## config.mk

```make
export PLATFORM = sky130hd
export DESIGN_NAME = regfile_stream_reader
export DESIGN_NICKNAME = d
export VERILOG_FILES = /design/src/rtl/regfile_stream_reader.sv
export SDC_FILE = /design/constraint.sdc
export NUM_CORES = 1
export LEC_CHECK = 0
export CORE_AREA = 2 2 59 61
export DETAILED_ROUTE_END_ITERATION = 16
export DIE_AREA = 0 0 61 63
export PLACE_DENSITY = 0.68
export SYNTH_ARGS = -nofsm -noshare
export SYNTH_HDL_FRONTEND = slang
export SYNTH_SLANG_ARGS = --single-unit
```

## constraint.sdc

```tcl
create_clock -name clk -period 2 [get_ports clk]
set_clock_uncertainty 0.05 [all_clocks]
set_input_delay 0.2 -clock clk [delete_from_list [all_inputs] [get_ports clk]]
set_output_delay 0.2 -clock clk [all_outputs]
set_load 0.02 [all_outputs]
```

## src/rtl/regfile_stream_reader.sv

```systemverilog
// regfile_stream_reader
//
// Sweeps a run of register-file words and presents them as a valid/ready stream.
// A sweep starts from IDLE on `start`. It reads min(count, N) words beginning at
// base_addr. The read address wraps modulo N.
//
// Stream handshake: a word transfers on a rising clk edge when m_valid=1 and
// m_ready=1. Once m_valid is raised, m_data/m_last (and rd_addr) stay stable
// until that transfer occurs. m_last marks the final word of the sweep.
//
// Ports
//   clk        : clock, all state updates on the rising edge
//   rst_n      : asynchronous active-low reset
//   start      : sweep request, only looked at in IDLE
//   base_addr  : first word address, sampled with start
//   count      : number of words to read (0..2N-1), sampled with start
//   rd_addr    : registered register-file read address
//   rd_data    : combinational register-file read data for rd_addr
//   m_data     : registered stream data
//   m_valid    : stream data valid
//   m_ready    : downstream accept
//   m_last     : final word of the sweep
//   busy       : high exactly while a sweep is in READ
//   done       : one-cycle pulse after the sweep completes (or for count=0)
//   dbg_state  : current FSM state (0=IDLE, 1=READ, 2=DONE)
module regfile_stream_reader #(
  parameter int M = 4,
  parameter int N = 16,
  parameter int W = 8
) (
  input  logic         clk,
  input  logic         rst_n,
  input  logic         start,
  input  logic [M-1:0] base_addr,
  input  logic [M:0]   count,
  output logic [M-1:0] rd_addr,
  input  logic [W-1:0] rd_data,
  output logic [W-1:0] m_data,
  output logic         m_valid,
  input  logic         m_ready,
  output logic         m_last,
  output logic         busy,
  output logic         done,
  output logic [1:0]   dbg_state
);

  typedef enum logic [1:0] {
    S_IDLE = 2'd0,
    S_READ = 2'd1,
    S_DONE = 2'd2
  } state_t;

  localparam logic [M:0] N_WORDS = (M+1)'(N);
  localparam logic [M:0] ONE     = (M+1)'(1);

  state_t       state;
  state_t       state_nxt;
  logic [M:0]   remaining;
  logic [M:0]   count_clamped;
  logic         hs;
  logic         capture;
  logic         launch;

  // A count larger than the register file still visits each word only once.
  assign count_clamped = (count > N_WORDS) ? N_WORDS : count;

  assign hs     = m_valid & m_ready;
  assign launch = (state == S_IDLE) && start && (count != '0);

  // Refill the output register whenever it is empty or being drained this edge.
  // This gives one word per cycle under m_ready=1 without a skid buffer.
  assign capture = (state == S_READ) && (remaining != '0) && (!m_valid || hs);

  // State register
  always_ff @(posedge clk or negedge rst_n) begin
    if (!rst_n) begin
      state <= S_IDLE;
    end else begin
      state <= state_nxt;
    end
  end

  // Next-state logic
  always_comb begin
    state_nxt = state;
    case (state)
      S_IDLE: begin
        if (start) begin
          state_nxt = (count == '0) ? S_DONE : S_READ;
        end
      end
      S_READ: begin
        // With nothing left to fetch, the word on the bus is the m_last one.
        if ((remaining == '0) && hs) begin
          state_nxt = S_DONE;
        end
      end
      S_DONE:  state_nxt = S_IDLE;
      default: state_nxt = S_IDLE;
    endcase
  end

  // Output logic
  always_comb begin
    busy      = (state == S_READ);
    done      = (state == S_DONE);
    dbg_state = state;
  end

  // Datapath: read address, word counter and stream output register
  always_ff @(posedge clk or negedge rst_n) begin
    if (!rst_n) begin
      rd_addr   <= '0;
      remaining <= '0;
      m_data    <= '0;
      m_valid   <= 1'b0;
      m_last    <= 1'b0;
    end else begin
      if (launch) begin
        rd_addr   <= base_addr;
        remaining <= count_clamped;
      end else if (capture) begin
        m_data    <= rd_data;
        m_valid   <= 1'b1;
        m_last    <= (remaining == ONE);
        rd_addr   <= rd_addr + 1'b1;
        remaining <= remaining - ONE;
      end else if ((state == S_READ) && (remaining == '0) && hs) begin
        m_valid   <= 1'b0;
        m_last    <= 1'b0;
      end
    end
  end

endmodule

```

# After elaboration in Yosys (flattened, before gate mapping)
# Cells that the tools add are included.
# op_classes
magnitude_cmp	1
muxes	12
n_shift	0
n_bitwise	2
div	0
eq_ne	5
reduce_logical	19
multipliers	0
n_addsub	2
# op_table
op	count
5-bit 2-to-1 mux	3
5-bit zero test	2
5-bit nonzero test	2
4-bit 2-to-1 mux	2
1-bit logical AND	7
2-bit 2-to-1 mux	3
2-bit AND reduction	3
5-bit by 1-bit == test with 1-bit output (second input constant)	1
5-bit greater-than comparator (second input constant)	1
5-bit by 1-bit subtractor with 5-bit output (second input constant)	1
4-bit by 1-bit adder with 4-bit output (second input constant)	1
2-bit case mux with 2 select lines	1
2-bit nonzero test	2
1-bit 2-to-1 mux	3
2-bit by 1-bit == test with 1-bit output (second input constant)	1
2-bit == test (second input constant)	1
2-bit zero test	1
2-bit by 1-bit inequality test with 1-bit output (second input constant)	1
2-bit inequality test (second input constant)	1
1-bit bitwise AND	1
1-bit zero test	1
1-bit logical OR	1
1-bit inverter	1
# totals
rom_bits	0
ram_bits	0
out_inout_bits	18
wordCells	47
latch_bits	0
reg_bits	21
n_memories	0

# Depth between registers and ports, before layout
# depth
depth_word	5
depth_mapped	8

# Worst setup path after synthesis
# No wires, ideal clock.
# synth_path
path_type	register to register
startpoint	reg remaining[0]
endpoint	reg rd_addr[0]
setup_ps	126
arrival_ps	1616
period_less_slack_ps	1792
setup_slack_ps	208
stages_incl_launch_ff	9
required_time_ps	1824
cell_sequence	dfrtp_1 inv_1 ha_1 nor4b_4 or3_1 buf_2 buf_4 nor2_1 a221o_1
# synth_between
elab_chain_cells	4
# synth_rtl
item	line_no	text
start, declared	58	logic [M:0] remaining;
start signal, assigned	121	remaining <= count_clamped;
start signal, assigned	127	remaining <= remaining - ONE;
5-bit nonzero test	72	assign capture = (state == S_READ) && (remaining != '0) && (!m_valid || hs);
1-bit logical AND (2 in a row)	72	
2-bit nonzero test (no line)	n/a	
end signal, assigned	120	rd_addr <= base_addr;
end signal, assigned	126	rd_addr <= rd_addr + 1'b1;
end, declared	36	output logic [M-1:0] rd_addr,
# Every way passes these cells.
# A chain may end at the register's enable or synchronous reset.

# Worst setup path in the final report
# layout_path
startpoint	reg remaining[1]
endpoint	reg remaining[2]
# layout_between
elab_chain_cells	4
# layout_rtl
item
parallel branches: the longest is 4 deep, another holds 5-bit by 1-bit subtractor with 5-bit output
# Several ways; the timed one is not identified. The select of a mux whose other input is x is not followed.

==> impl_metrics.json <==
{
  "status": "finished clean",
  "slowest_stage": "dfrtp_1",
  "place_ws_ns": -0.0887,
  "dp_hpwl_um": 1980,
  "clk_pin_slew_worst_paths_ns": 0.12,
  "syn_inst": 107,
  "synth_area_leaders": "dfrtp_1, nand2_1, a221o_1",
  "grt.overflow.total": 0,
  "synthArstFlopShare_pct": 100,
  "worst_pin_slew_ns": 0.373,
  "drt-vias-per-instance": 4.92,
  "p_int_mw": 1.39,
  "avgSynthCellArea_sq_um": 9.92,
  "core_sq_um": 3230,
  "synthFlopType": "dfrtp_1",
  "synth_edf_count": 0,
  "path_max_fanout": 5,
  "h-tree-depth": 1,
  "power_frac_comb_pct": 57.5,
  "grtUsageTotal_pct": 14.5,
  "yosysSeqAreaShare_pct": 49.5,
  "p_per_area_nw_per_um2": 1520,
  "cts_buffer_depth": 2,
  "drtIter0Drc": 36,
  "wl_per_cell_um": 13.0,
  "critical_path_required_ns": 2.14,
  "seqPwrFrac_pct": 33.9,
  "switching_power_mw": 1.01,
  "cp_num_buf_inv": 1,
  "synthesis.area_sq_um": 1060,
  "grt_max_degree": 22,
  "die_w_um": 61,
  "dpl-instance-area_sq_um": 1550,
  "synth_area_leader_cell": "dfrtp_1",
  "setup_slack_ns": 0.0834,
  "cts_sinks": 21,
  "grt_pass1_wl_um": 4320,
  "ys_warn_count": 0,
  "p_clk_share_pct": 8.5,
  "min_period_over_period_pct": 95.8,
  "final_nets": 180,
  "start_util_pct": 32.8,
  "first_global_vias": 980,
  "ctsHoldBuffers": 0,
  "swShare_pct": 42.0,
  "synth_nets": 131,
  "wl_um": 2600,
  "firstDrtPassIters": 4,
  "syn2layout_area_growth_pct": 49.2,
  "cp-end-kind": "flip-flop",
  "top_level_ports": 39,
  "vdd_ir_drop_max_uv": 556,
  "maxCapViolCount": 0,
  "period_needed_ns": 1.92,
  "cts_made_buffers": 3,
  "cts_root_buf": "clkbuf_4",
  "yosysMostFrequentCell": "nand2_1",
  "yosys_register_bits": 21,
  "port_buffers": 38,
  "remaining_drc_errors": 0,
  "ant_nets": 0,
  "worstPathArrival_ns": 2.06,
  "finalSetupViolCount": 0,
  "report.final.slew_viol_count": 0,
  "drive_gt1_share_pct": 12.3,
  "critical-path-max-stage-delay_ns": 0.44,
  "rsz0062_at_grt": "no",
  "hold_viol_final": 0,
  "synthTopCellsByCount": "nand2_1, dfrtp_1, a221o_1, inv_1",
  "crit_type": "flip-flop to flip-flop",
  "yosysUniqueCellTypes": 34,
  "fp.dieArea_sq_um": 3840,
  "critPathLaunchType": "flip-flop",
  "relSlewSlack_pct": 75.0,
  "antenna_found_initial": 0,
  "die_h_um": 63,
  "row_count": 21,
  "p_leak_nw": 0.702,
  "path_cells": "inv_2, ha_2, nor4b_4, nor3_4, a32o_1, a311o_1",
  "maxClockFrequency_mhz": 522,
  "clk_latency_ns": 0.30,
  "num_antenna_cells": 0,
  "cts_setup_buffers": 0,
  "tritoncts": "yes",
  "synth_top_area_share_pct": 49.5,
  "gp_congestion": 0.789,
  "cp_top_family": "compound AO/OA/AOI/OAI gates",
  "vias": 988,
  "hold_class": "input pin to asynchronous set/reset pin",
  "fin_area_sq_um": 1580
}
[metrics by stage]
stage	setup TNS, ns	util, %	hold slack (ns)	total power [mW]	instances
5_1_grt	0	49.0	0.184	2.60	201
4_1_cts	0	48.6	0.186	2.41	201
2_1_floorplan	0	-	-0.146	1.60	107
3_3_place_gp	-0.420	47.8	0.407	2.15	197
6_report	0	49.0	0.173	2.40	201
3_5_place_dp	-0.703	47.8	0.421	2.18	197
[placed cells by master, fill, tap and decap left out, types with 2 or more instances in the layout]
master | Yosys | layout
nand2b_1 | 4 | 4
nor2_1 | 4 | 4
nor2b_1 | 4 | 4
o21ai_0 | 2 | 2
nand2_1 | 26 | 26
nand4_1 | 2 | 2
nand3_1 | 2 | 2
a21oi_1 | 4 | 4
buf_4 | 1 | 10
ha_1 | 3 | 2
clkbuf_4 | 0 | 3
clkdlybuf4s50_1 | 0 | 37
inv_1 | 5 | 4
a21o_1 | 2 | 2
dfrtp_1 | 21 | 21
a221o_1 | 6 | 6
[layer usage]
| metal | part of all wire [%] | global-route usage (%) |
|---|---|---|
| met1 | 44 | 18.8 |
| met2 | 50 | 23.1 |
| met3 | 6.3 | 4.97 |
| met4 | 0 | 2.99 |
| met5 | 0 | 0 |
[power by group through the flow]
stage / registers [mW] / logic, mW / clock network [mW]
4_1_cts: 0.814 / 1.38 / 0.215
5_1_grt: 0.847 / 1.51 / 0.239
2_1_floorplan: 0.975 / 0.627 / 0
3_3_place_gp: 0.808 / 1.34 / 0
6_report: 0.814 / 1.38 / 0.205
3_5_place_dp: 0.819 / 1.36 / 0
[cell type report]
cell class                      count  area [sq um]
Fill cell                         324          1650
Sequential cell                    21           526
Multi-Input combinational cell     77           497
Timing Repair Buffer               48           458
Tap cell                           46          57.6
Clock buffer                        4          26.3
Inverter                            5          18.8
[logic make-up (layout without fill, tap and decap cells)]
| kind of cell | Yosys count | in the layout | share of synthesized area [%] |
|---|---|---|---|
| compound gates | 22 | 22 | 16.6 |
| fa+ha+maj | 3 | 3 | 3.54 |
| buf+inv | 9 | 57 | 4.48 |
| flops | 21 | 21 | 49.5 |
| simple gates | 52 | 52 | 25.8 |
[path summary, 6_finish.rpt]
check	startpoint	end	slack, ns	cells past startpoint
max in group asynchronous	rst_n	m_data[4]	1.50	2
setup reg to reg	remaining[1]	remaining[2]	0.08	6
hold / removal	rst_n	m_valid	0.17	2
hold reg to reg	m_data[1]	m_data[1]	0.44	2
setup / recovery	remaining[1]	remaining[2]	0.08	6
min in group clk	rd_data[6]	m_data[6]	0.37	3
[state kept, by name, summed over array words and instances, names as in the netlist]
register and flops:
rd_addr 4, dbg_state 2, remaining 5, m_data 8, m_valid 1, m_last 1
[what timing repair did]
action | 4_1_cts | 5_1_grt
gates resized for setup | 0 | 4
hold endpoints to repair | 0 | 0
setup endpoints to repair | 0 | 3
Power figures use the tool's default switching activity.
